File: src/rtl/line_fill_responder_if.sv
// Bus bundle for line_fill_responder.
// Cache side : cache_read / cache_address in, cache_resp / cache_rdata out (responder view).
// Memory side: burst_read / burst_address out, burst_resp / burst_rdata in (responder view).
// Modports:
//   slave  - the responder (serves cache reads, masters the burst port)
//   master - the environment (prefetch unit issuing reads, memory returning beats)
interface line_fill_responder_if #(
    parameter int unsigned BeatW = 64,
    parameter int unsigned LineW = 256
) ();
    logic             cache_read;
    logic [31:0]      cache_address;
    logic             cache_resp;
    logic [LineW-1:0] cache_rdata;
    logic             burst_read;
    logic [31:0]      burst_address;
    logic             burst_resp;
    logic [BeatW-1:0] burst_rdata;

    modport slave (
        input  cache_read,
        input  cache_address,
        output cache_resp,
        output cache_rdata,
        output burst_read,
        output burst_address,
        input  burst_resp,
        input  burst_rdata
    );

    modport master (
        output cache_read,
        output cache_address,
        input  cache_resp,
        input  cache_rdata,
        input  burst_read,
        input  burst_address,
        output burst_resp,
        output burst_rdata
    );
endinterface

File: src/rtl/line_fill_responder.sv
// Fully-associative line-buffer cache responder.
// Hits are answered one cycle after the read is accepted; misses issue a 4-beat burst
// read, install the assembled line round-robin, then respond.
// Ports:
//   clk_i  - clock, rising edge
//   rst_ni - asynchronous active-low reset
//   bus    - line_fill_responder_if.slave (cache request/response + memory burst port)
module line_fill_responder #(
    parameter int unsigned Entries = 2,
    parameter int unsigned BeatW   = 64,
    parameter int unsigned LineW   = 256
) (
    input  logic                  clk_i,
    input  logic                  rst_ni,
    line_fill_responder_if.slave  bus
);

    localparam int unsigned PtrW = (Entries > 1) ? $clog2(Entries) : 1;
    localparam int unsigned TagW = 27;

    localparam logic [1:0] StIdle = 2'd0;
    localparam logic [1:0] StFill = 2'd1;
    localparam logic [1:0] StResp = 2'd2;

    logic [1:0]       state_q, state_d;
    logic [Entries-1:0] valid_q, valid_d;
    logic [TagW-1:0]  tag_q [Entries];
    logic [TagW-1:0]  tag_d [Entries];
    logic [LineW-1:0] data_q [Entries];
    logic [LineW-1:0] data_d [Entries];
    logic [PtrW-1:0]  rr_ptr_q, rr_ptr_d;
    logic [1:0]       beat_cnt_q, beat_cnt_d;
    // Beats 0..2 are buffered; beat 3 is taken straight from the bus when the line is built.
    logic [BeatW-1:0] beat_buf_q [3];
    logic [BeatW-1:0] beat_buf_d [3];
    logic [TagW-1:0]  fill_tag_q, fill_tag_d;
    logic [LineW-1:0] rdata_q, rdata_d;

    logic [TagW-1:0]  req_tag;
    logic             hit;
    logic [PtrW-1:0]  hit_idx;
    logic [LineW-1:0] fill_line;
    logic             unused_offset;

    assign req_tag       = bus.cache_address[31:5];
    // Offset bits select a byte within the line and never affect lookup.
    assign unused_offset = ^bus.cache_address[4:0];
    assign fill_line     = {bus.burst_rdata, beat_buf_q[2], beat_buf_q[1], beat_buf_q[0]};

    // Tag lookup; fills only happen on a miss, so at most one entry matches.
    always_comb begin
        hit     = 1'b0;
        hit_idx = '0;
        for (int unsigned i = 0; i < Entries; i++) begin
            if (valid_q[i] && (tag_q[i] == req_tag)) begin
                hit     = 1'b1;
                hit_idx = PtrW'(i);
            end
        end
    end

    always_comb begin
        state_d    = state_q;
        valid_d    = valid_q;
        tag_d      = tag_q;
        data_d     = data_q;
        rr_ptr_d   = rr_ptr_q;
        beat_cnt_d = beat_cnt_q;
        beat_buf_d = beat_buf_q;
        fill_tag_d = fill_tag_q;
        rdata_d    = rdata_q;

        unique case (state_q)
            StIdle: begin
                if (bus.cache_read) begin
                    if (hit) begin
                        rdata_d = data_q[hit_idx];
                        state_d = StResp;
                    end else begin
                        fill_tag_d = req_tag;
                        beat_cnt_d = 2'd0;
                        state_d    = StFill;
                    end
                end
            end
            StFill: begin
                if (bus.burst_resp) begin
                    beat_cnt_d = beat_cnt_q + 2'd1;
                    if (beat_cnt_q == 2'd3) begin
                        valid_d[rr_ptr_q] = 1'b1;
                        tag_d[rr_ptr_q]   = fill_tag_q;
                        data_d[rr_ptr_q]  = fill_line;
                        rr_ptr_d          = rr_ptr_q + PtrW'(1);
                        // A requester that walked away still gets the line installed,
                        // but the visible read data is left untouched.
                        if (bus.cache_read) begin
                            rdata_d = fill_line;
                            state_d = StResp;
                        end else begin
                            state_d = StIdle;
                        end
                    end else begin
                        beat_buf_d[beat_cnt_q] = bus.burst_rdata;
                    end
                end
            end
            StResp: begin
                state_d = StIdle;
            end
            default: begin
                state_d = StIdle;
            end
        endcase
    end

    always_ff @(posedge clk_i or negedge rst_ni) begin
        if (!rst_ni) begin
            state_q    <= StIdle;
            valid_q    <= '0;
            rr_ptr_q   <= '0;
            beat_cnt_q <= '0;
            fill_tag_q <= '0;
            rdata_q    <= '0;
            for (int unsigned i = 0; i < Entries; i++) begin
                tag_q[i]  <= '0;
                data_q[i] <= '0;
            end
            for (int unsigned i = 0; i < 3; i++) begin
                beat_buf_q[i] <= '0;
            end
        end else begin
            state_q    <= state_d;
            valid_q    <= valid_d;
            rr_ptr_q   <= rr_ptr_d;
            beat_cnt_q <= beat_cnt_d;
            fill_tag_q <= fill_tag_d;
            rdata_q    <= rdata_d;
            tag_q      <= tag_d;
            data_q     <= data_d;
            beat_buf_q <= beat_buf_d;
        end
    end

    assign bus.burst_read    = (state_q == StFill);
    assign bus.burst_address = {fill_tag_q, 5'b0};
    assign bus.cache_resp    = (state_q == StResp);
    assign bus.cache_rdata   = rdata_q;

endmodule
File: src/flat_wrapper.sv
// flat-port wrapper written by rule: the top's interface ports become plain ports
module line_fill_responder_flat 
#(
    parameter int unsigned Entries = 2,
    parameter int unsigned BeatW   = 64,
    parameter int unsigned LineW   = 256
)
  (clk_i, rst_ni, bus_cache_read, bus_cache_address, bus_cache_resp, bus_cache_rdata, bus_burst_read, bus_burst_address, bus_burst_resp, bus_burst_rdata);
  line_fill_responder_if #(.BeatW(BeatW), .LineW(LineW)) bus_i ();
  input  logic clk_i;
  input  logic rst_ni;
  input wire logic [$bits(bus_i.cache_read)-1:0] bus_cache_read;
  input wire logic [$bits(bus_i.cache_address)-1:0] bus_cache_address;
  output wire logic [$bits(bus_i.cache_resp)-1:0] bus_cache_resp;
  output wire logic [$bits(bus_i.cache_rdata)-1:0] bus_cache_rdata;
  output wire logic [$bits(bus_i.burst_read)-1:0] bus_burst_read;
  output wire logic [$bits(bus_i.burst_address)-1:0] bus_burst_address;
  input wire logic [$bits(bus_i.burst_resp)-1:0] bus_burst_resp;
  input wire logic [$bits(bus_i.burst_rdata)-1:0] bus_burst_rdata;
  assign bus_i.cache_read = bus_cache_read;
  assign bus_i.cache_address = bus_cache_address;
  assign bus_cache_resp = bus_i.cache_resp;
  assign bus_cache_rdata = bus_i.cache_rdata;
  assign bus_burst_read = bus_i.burst_read;
  assign bus_burst_address = bus_i.burst_address;
  assign bus_i.burst_resp = bus_burst_resp;
  assign bus_i.burst_rdata = bus_burst_rdata;
  line_fill_responder #(.Entries(Entries), .BeatW(BeatW), .LineW(LineW)) u_core (.clk_i(clk_i), .rst_ni(rst_ni), .bus(bus_i));
endmodule
File: config.mk
export PLATFORM = sky130hd
export DESIGN_NAME = line_fill_responder_flat
export DESIGN_NICKNAME = d
export VERILOG_FILES = /design/src/rtl/line_fill_responder_if.sv /design/src/rtl/line_fill_responder.sv /design/src/flat_wrapper.sv
export SDC_FILE = /design/constraint.sdc
export NUM_CORES = 2
export LEC_CHECK = 0
export ABC_AREA = 0
export CAP_MARGIN = 20
export CORE_ASPECT_RATIO = 0.5
export CORE_MARGIN = 2
export CORE_UTILIZATION = 41
export CTS_CLUSTER_SIZE = 30
export DETAILED_ROUTE_END_ITERATION = 8
export GPL_TIMING_DRIVEN = 1
export PLACE_DENSITY = 0.56
export SETUP_SLACK_MARGIN = 0.05
export SLEW_MARGIN = 20
export SYNTH_ARGS = -nofsm -noshare
export SYNTH_HDL_FRONTEND = slang
export SYNTH_SLANG_ARGS = --single-unit
File: constraint.sdc
create_clock -name clk_i -period 3.22 [get_ports clk_i]
set_clock_uncertainty 0.1 [all_clocks]
set_input_delay 0.644 -clock clk_i [delete_from_list [all_inputs] [get_ports clk_i]]
set_output_delay 0.644 -clock clk_i [all_outputs]
set_load 0.05 [all_outputs]
=== Yosys cells after proc, flatten, opt, wreduce, memory -nomap -nowiden ===
Cells that the tools add are included.
Widths: inputs -> output; s select.

* Bits of input ports: 100
* Output and inout port bits: 290
* Word-level logic and storage cells: 85
* Flip-flop bits (word level): 1048

* Order comparisons: 7
* Muxes and demuxes: 33
* Bitwise operators: 6
* $add $sub $neg: 2
* Equality and inequality tests: 11
* Reduce and logical (&&, ||, !) cells: 13

{| class="wikitable"
|+ Operators with widths
! operator !! count
|-
| $mux 256 || 9
|-
| $bwmux 512 || 1
|-
| $pmux 256 s2 || 1
|-
| $demux 256 s1 || 1
|-
| $bwmux 192 || 1
|-
| $demux 64 s2 || 1
|-
| $mux 64 || 1
|-
| $bwmux 54 || 1
|-
| $eq 27x27->1 || 2
|-
| $demux 27 s1 || 1
|-
| $mux 27 || 1
|-
| $mux 2 || 8
|-
| $reduce_and 3->1 || 4
|-
| $pmux 2 s2 || 2
|-
| $ne 2x1->1 const B || 3
|-
| $ne 2x2->1 const B || 3
|-
| $reduce_and 6->1 || 1
|-
| $logic_and 1x1->1 || 5
|-
| $eq 2x2->1 const B || 2
|-
| $ge 2x2->1 const B || 2
|-
| $mux 1 || 4
|-
| $not 1->2 || 2
|-
| $reduce_and 4->1 || 1
|-
| $ge 3x3->1 const B || 1
|-
| other kinds (13) || 14
|}

=== Logic depth before layout (Yosys ltp) ===
Gate-level depths: netlist of the first run.

* Word-level depth: 10
* Gate-level depth with buffers: 9
* Depth with buffers taken out: 7

=== Least setup slack after synthesis of the first run ===
No wires, ideal clock.

* Path type: in2reg
* From: in bus_cache_address[23]
* To: reg u_core.rdata_q[100] (netlist: u_core.bus.cache_rdata[100])
* Arrival: 2.253 ns
* Setup slack: 0.742 ns
* Required time: 2.995 ns
* Stages on the path: 8
* Buffers on the path: 2
* Path through: xnor2_1 nand4_1 nor4_2 a32oi_1 nand2_2 buf_8 buf_8 mux2_4

* Longest elaborated chain between the ends: 10
* Elaborated cells on any way between the ends: 16
* Classes of those cells: 3 x eq/ne; 9 x mux; 1 x bitwise; 3 x reduce/logical

{| class="wikitable"
|+ RTL lines
! item !! RTL line !! RTL
|-
| start: declaration || flat_wrapper.sv:13 || <nowiki>input wire logic [$bits(bus_i.cache_address)-1:0] bus_cache_address;</nowiki>
|-
| $eq 27x27->1 || line_fill_responder.sv:55 || <nowiki>if (valid_q[i] && (tag_q[i] == req_tag)) begin</nowiki>
|-
| $logic_and 1x1->1 || line_fill_responder.sv:55 ||
|-
| $mux 1 || line_fill_responder.sv:55 ||
|-
| $not 1->2 (not written as such) || line_fill_responder.sv:77 || <nowiki>rdata_d = data_q[hit_idx];</nowiki>
|-
| $mux 256 (not written as such) (3 in a row) || line_fill_responder.sv:77 ||
|-
| $mux 256 || line_fill_responder.sv:76 || <nowiki>if (hit) begin</nowiki>
|-
| $mux 256 || line_fill_responder.sv:75 || <nowiki>if (bus.cache_read) begin</nowiki>
|-
| $pmux 256 s2 || line_fill_responder.sv:73 || <nowiki>unique case (state_q)</nowiki>
|-
| end signal: assignment || line_fill_responder.sv:137 || <nowiki>rdata_q <= rdata_d;</nowiki>
|-
| end: declaration || line_fill_responder.sv:37 || <nowiki>logic [LineW-1:0] rdata_q, rdata_d;</nowiki>
|}

Several ways; a longest one is shown, not always the timed one. The select of a mux whose other input is x is not followed.
A chain may end at the register's enable or synchronous reset.

=== Final worst setup path of the first run ===
* From: reg u_core.state_q[0]
* To: out bus_cache_resp

* Longest elaborated chain between the ends: 1

{| class="wikitable"
|+ RTL lines
! item !! RTL line !! RTL
|-
| start: declaration || line_fill_responder.sv:25 || <nowiki>logic [1:0] state_q, state_d;</nowiki>
|-
| start signal: assignment || line_fill_responder.sv:118 || <nowiki>state_q <= StIdle;</nowiki>
|-
| start signal: assignment || line_fill_responder.sv:132 || <nowiki>state_q <= state_d;</nowiki>
|-
| $eq 2x2->1 || line_fill_responder.sv:146 || <nowiki>assign bus.cache_resp = (state_q == StResp);</nowiki>
|-
| end: declaration || flat_wrapper.sv:14 || <nowiki>output wire logic [$bits(bus_i.cache_resp)-1:0] bus_cache_resp;</nowiki>
|}

Every way passes these cells.

==> results.json, run 1 <==
{
  "status": "complete, no violations",
  "drc": 0,
  "grt_pass1_vias": 31800,
  "reg2reg_depth": 8,
  "die_w_um": 489,
  "gp_congestion": 0.760,
  "post-route-util": 0.502,
  "tightest_slew_ns": 1.13,
  "whs_ns": 0.375,
  "grt_pass1_wl_mm": 186,
  "power.density_nw_per_um2": 1120,
  "clk_pin_slew_ns": 0.07,
  "die_area_um2": 121000,
  "hp-start": "u_core.valid_q[0]",
  "grt_max_degree": 211,
  "cts.sinks": 1048,
  "die_h_um": 247,
  "place_inst": 5430,
  "crit_path_max_fanout": 11,
  "hold_viol_final": 0,
  "cts_resized": 0,
  "path_class": "reg -> out",
  "relSlewSlack": 0.244,
  "fin_crit_sh": 0.940,
  "root_buffer": "clkbuf_16",
  "tns_ns": 0,
  "hold_class": "reg -> reg",
  "clk_latency_ns": 0.70,
  "rsz0062_at_grt": "no",
  "layout_min_cycle_time_ns": 3.03,
  "hold_path_depth": 1,
  "cts_max_level": 3,
  "crit_arrival_ns": 2.28,
  "ys_seq_area_frac": 0.543,
  "yosysWarnings": 0,
  "place_hpwl_mm": 75.8,
  "p_leak_nw": 25.8,
  "setup_ws_ns": 0.193,
  "fin_nets": 4060,
  "use_met2": 0.337,
  "start_util": 0.416,
  "wl_per_cell_um": 21.3,
  "place.port_buffers": 379,
  "layout_common_cells": "1047 x dfrtp_1, 801 x mux2_2, 513 x a21oi_1",
  "required_ns": 2.48,
  "antenna_found_initial": 9,
  "setup_viol": 0,
  "grt-ovfl-total": 0,
  "viasPerCell": 5.28,
  "met3_usage": 0.0374,
  "cts_tree": "built",
  "final_common_cell": "dfrtp_1",
  "syn_avg_cell_area_um2": 13.8,
  "met1_usage": 0.257,
  "cts_made_buffers": 98,
  "io_pins": 390,
  "drt_iter0_drc": 1511,
  "clock_path_buffers": 3,
  "r2r_slack_ns": 0.46,
  "coreArea_um2": 116000,
  "timing.rr.start": "u_core.tag_q[24]",
  "synth_area_um2": 48300,
  "ys_ff_latch": 1048,
  "synth_cell_types": 43,
  "cp-end-kind": "output pin",
  "instances_no_fill": 5616,
  "dp_worst_setup_slack_ns": -0.296,
  "gr-usage-all-layers": 0.198,
  "busiest_layer": "met2",
  "finalWirelength_mm": 120,
  "fillers": 10100,
  "vdd_drop_max_uv": 616,
  "worstReg2RegEnd": "u_core.bus.cache_rdata[63]",
  "hold_path_end": "u_core.valid_q[0]",
  "area_growth_pct": 20.7,
  "syn_inst": 3494,
  "firstDrtPassIters": 5,
  "slew_viol_final": 0,
  "worstSetupStartpointType": "flip-flop",
  "ant_nets": 0,
  "core.rowCount": 88,
  "max_freq_mhz": 330,
  "drive_above_1_share": 0.355,
  "maxCapViolations": 0,
  "vias": 29700,
  "post_cts_buffers": 0
}
-- synthesized netlist by cell type, drive strengths merged --
master | number | area (µm²)
xnor2 | 42 | 368
mux2 | 1041 | 12600
nor2 | 5 | 18.8
o2bb2ai | 1 | 8.76
nand4bb | 1 | 11.3
or2 | 1 | 6.26
ha | 4 | 50.1
nor4 | 7 | 65.1
dfrtp | 1048 | 26200
nor4b | 2 | 17.5
a221oi | 1 | 26.3
xor2 | 12 | 105
inv | 5 | 18.8
nand3 | 2 | 22.5
o21ai | 2 | 10.0
and4 | 1 | 8.76
clkinv | 1 | 3.75
a21oi | 513 | 2570
buf | 150 | 1390
nor2b | 1 | 6.26
conb | 1 | 3.75
and3 | 257 | 1610
mux2i | 258 | 2580
a211oi | 1 | 7.51
nand2 | 7 | 28.8
nor3 | 2 | 10.0
a32oi | 1 | 8.76
nand2b | 2 | 12.5
nand4 | 15 | 93.8
clkbuf | 109 | 409
a32o | 1 | 10.0
-- routing by layer --
metal | wire length (µm) | part of all wire
met4 | 3020 | 0.025
met1 | 53200 | 0.45
met3 | 4150 | 0.035
met2 | 59100 | 0.49
met5 | 28 | 0.00023
-- area by class of cell --
class / count / area, µm² / share of cell area
flip-flops and latches: 1048 / 26200 / 0.450
well taps: 1575 / 1970 / 0.0338
clock inverters: 44 / 647 / 0.0111
multi-input cells: 2185 / 20300 / 0.348
diodes: 4 / 10.0 / 0.000172
repair buffers: 617 / 6260 / 0.107
inverters: 6 / 27.5 / 0.000473
clock buffers: 137 / 2830 / 0.0485
-- flip-flops by register name (all words and copies together) (netlist names) --
| name | flops |
|---|---|
| u_core.tag_q | 54 |
| u_core.valid_q | 2 |
| u_core.rr_ptr_q | 1 |
| u_core.state_q | 2 |
| u_core.fill_tag_q | 27 |
| u_core.bus.cache_rdata | 256 |
| u_core.data_q | 512 |
| u_core.beat_buf_q | 192 |
| u_core.beat_cnt_q | 2 |
-- per-stage QoR --
step	power (mW)	instance area (µm²)
global route	68.8	58200
finish	65.0	58300
global placement	52.1	54800
floorplan	43.1	48300
detailed placement	52.9	54800
CTS	65.8	58200
-- cell families (layout without fill, tap and decap cells) --
group / Yosys count / after routing / share of synthesized area
fa+ha+maj: 4 / 4 / 0.00104
buf+inv: 265 / 804 / 0.0378
compound gates: 520 / 520 / 0.0547
mux: 1299 / 1299 / 0.314
simple gates: 303 / 303 / 0.0397
xor+xnor: 54 / 54 / 0.00980
flops: 1048 / 1048 / 0.543
other cells: 1 / 9 / 0.0000777
-- worst max-delay path by stage --
| stage | to | depth (start not counted) | start | slack [ns] |
|---|---|---|---|---|
| after floorplan | u_core.bus.cache_rdata[100] | 8 | bus_cache_address[23] | 0.74 |
| after global placement | u_core.bus.cache_rdata[229] | 11 | bus_cache_address[29] | -0.28 |
| after detailed placement | u_core.bus.cache_rdata[115] | 9 | bus_cache_address[29] | -0.30 |
| after CTS | bus_cache_resp | 2 | u_core.state_q[0] | 0.11 |
| after global routing | bus_cache_resp | 2 | u_core.state_q[0] | 0.12 |
| final | bus_cache_resp | 2 | u_core.state_q[0] | 0.19 |
-- power by group --
group | switching [mW] | internal (mW) | leakage [nW]
Sequential | 3.89 | 19.3 | 13.2
Clock | 5.24 | 7.42 | 1.70
Combinational | 15.6 | 13.5 | 11.0
Total | 24.7 | 40.3 | 25.8
-- what timing repair did --
| item | in CTS | in global routing |
|---|---|---|
| endpoints found under the hold margin | 18 | 0 |
| hold buffers | 1 | 0 |
| endpoints found under the setup margin | 0 | 0 |
-- worst max-delay path, stage by stage, from the launching register on --
cell,delay [ns]
dfrtp_4,0.57
nor2_1,0.14
clkdlybuf4s50_1,0.88
Power figures use the tool's default switching activity.
==> run 2: changes to the inputs <==
--- a/config.mk
+++ b/config.mk
@@ -7,13 +7,13 @@
 export LEC_CHECK = 0
 export ABC_AREA = 0
 export CAP_MARGIN = 20
-export CORE_ASPECT_RATIO = 0.5
+export CORE_ASPECT_RATIO = 1.25
 export CORE_MARGIN = 2
-export CORE_UTILIZATION = 41
+export CORE_UTILIZATION = 45
 export CTS_CLUSTER_SIZE = 30
 export DETAILED_ROUTE_END_ITERATION = 8
 export GPL_TIMING_DRIVEN = 1
-export PLACE_DENSITY = 0.56
+export PLACE_DENSITY = 0.6
 export SETUP_SLACK_MARGIN = 0.05
 export SLEW_MARGIN = 20
 export SYNTH_ARGS = -nofsm -noshare
==> run 2 against run 1 <==
Utilization is 4.4 points higher. Routed wire length is 4.1% lower. Largest power group unchanged. Sequential power hardly changed. Non-clock buffer count is 24 lower. Clock power hardly changed. Flip-flop and latch count stayed put. Register-to-register slack better by 0.09 ns. Worst hold slack worse by 0.0041 ns. Via count is 0.91% lower. Highest routed layer unchanged.
==> results.json, run 2 (synthesized netlist as in run 1, its figures left out) <==
{
  "antenna_found_initial": 3,
  "largest_reg_flops": 512,
  "pwr-share-comb": 0.444,
  "clock_path_buffers": 3,
  "gp_congestion": 0.781,
  "crit_arrival_ns": 2.27,
  "post_cts_buffers": 0,
  "cts.sinks": 1048,
  "ant_nets": 0,
  "rsz0062_at_grt": "no",
  "start_util": 0.453,
  "grt_max_degree": 139,
  "crit_path_max_fanout": 12,
  "crit_chain": "inv_8, nor2_1, clkdlybuf4s50_1",
  "setup_viol": 0,
  "slew_viol_final": 0,
  "hold_class": "reg -> reg",
  "die_h_um": 370,
  "postCtsHoldBufs": 1,
  "place.port_buffers": 379,
  "cp-end-kind": "output pin",
  "gr-usage-all-layers": 0.209,
  "place_inst": 5259,
  "tns_ns": 0,
  "worstSetupStartpointType": "flip-flop",
  "crit_slowest_cell": "clkdlybuf4s50_1",
  "hp-start": "u_core.valid_q[0]",
  "grt-ovfl-total": 0,
  "path_class": "reg -> out",
  "cts_max_level": 3,
  "switching_share": 0.378,
  "clk_latency_ns": 0.69,
  "crit_family": "buffers and inverters",
  "netSwitchingPower_mw": 24.6,
  "area_growth_pct": 20.7,
  "path_buf_inv": 2,
  "finalWirelength_mm": 115,
  "layout_min_cycle_time_ns": 3.01,
  "required_ns": 2.48,
  "status": "complete, no violations",
  "die_area_um2": 110000,
  "maxCapViolations": 0,
  "max_freq_mhz": 332,
  "cts_tree": "built",
  "root_buffer": "clkbuf_16",
  "p_int_mw": 40.5,
  "hold_viol_final": 0,
  "grt_pass1_wl_mm": 181,
  "drc": 0,
  "antennaDiodeCount": 0,
  "clkPwrFrac": 0.199,
  "fillers": 9067,
  "clk_pin_slew_ns": 0.06,
  "regMostFlops": "u_core.data_q",
  "vdd_drop_max_uv": 659,
  "seq_power_share": 0.358,
  "relSlewSlack": 0.364,
  "drt_iter0_drc": 1508,
  "layout_common_cells": "1047 x dfrtp_1, 801 x mux2_2, 513 x a21oi_1",
  "cp-startpoint": "u_core.state_q[1]",
  "fin_nets": 4045,
  "grt_pass1_vias": 30200,
  "p_leak_nw": 25.9,
  "tightest_slew_ns": 0.955,
  "wl_per_cell_um": 21.0,
  "io_pins": 390,
  "power.density_nw_per_um2": 1120,
  "firstDrtPassIters": 5,
  "coreArea_um2": 107000,
  "core.rowCount": 134,
  "cpPeakStageDelay_ns": 0.87,
  "final_common_cell": "dfrtp_1",
  "fin_crit_sh": 0.936,
  "cts_resized": 0,
  "viasPerCell": 5.39,
  "instances_no_fill": 5453,
  "timing.rr.start": "u_core.tag_q[2]",
  "drive_above_1_share": 0.354,
  "place_hpwl_mm": 72.2,
  "vias": 29400,
  "die_w_um": 297,
  "cts_made_buffers": 107
}
-- run 2: path summary, 6_finish.rpt --
check	endpoint	slack [ns]	depth (start not counted)
worst max register to register	u_core.bus.cache_rdata[96]	0.55	9
worst min-delay path	u_core.valid_q[0]	0.37	1
max in group asynchronous	u_core.bus.cache_rdata[230]	1.54	3
worst min register to register	u_core.valid_q[0]	0.37	1
worst max-delay path	bus_cache_resp	0.21	3
min in group asynchronous	u_core.data_q[381]	0.43	2
-- run 2: layout make-up --
class	instances	area, µm²	area share
clock buffer	162	3230	0.0554
multi-input combinational	2185	20300	0.348
sequential	1048	26200	0.450
clock inverter	31	458	0.00786
tap	1428	1790	0.0307
timing repair buffer	593	6240	0.107
inverter	6	30.0	0.000515
-- run 2: layer usage --
metal / up-vias / routed length, µm / track usage / share of wire
li1: 13600 / - / - / -
met1: 15200 / 51600 / 0.281 / 0.45
met2: 507 / 55100 / 0.343 / 0.48
met3: 140 / 5260 / 0.0410 / 0.046
met4: 6 / 2600 / 0.0625 / 0.023
met5: - / 41 / 0 / 0.00036
-- run 2: power groups by stage --
stage               clock network (mW)  logic [mW]  registers (mW)
finish                            12.9        28.9            23.3
global route                      13.9        31.0            24.1
CTS                               13.3        29.3            23.3
detailed placement                   0        29.2            23.5
global placement                     0        28.8            23.3
floorplan                            0        15.0            28.1
-- run 2: worst register-to-register path: cells and delay by family, from the launching register on --
kind / cells / cell delay, ns
muxes: 2 / 0.66
buffers and inverters: 3 / 0.58
and+or+nand+nor: 3 / 0.71
DFF: 1 / 0.39
xor gates and xnor gates: 1 / 0.15
-- run 2: per-stage QoR --
step                      utilization  power (mW)  hold slack, ns  worst slack [ns]  area [µm²]
after floorplan                     -        43.1           0.248             0.742       48300
after global placement          0.512        52.1           0.361            -0.147       54600
after detailed placement        0.512        52.6           0.356            -0.215       54600
after CTS                       0.546        65.9           0.378             0.139       58300
after global routing            0.546        69.0           0.393             0.101       58300
final                           0.546        65.1           0.371             0.207       58300
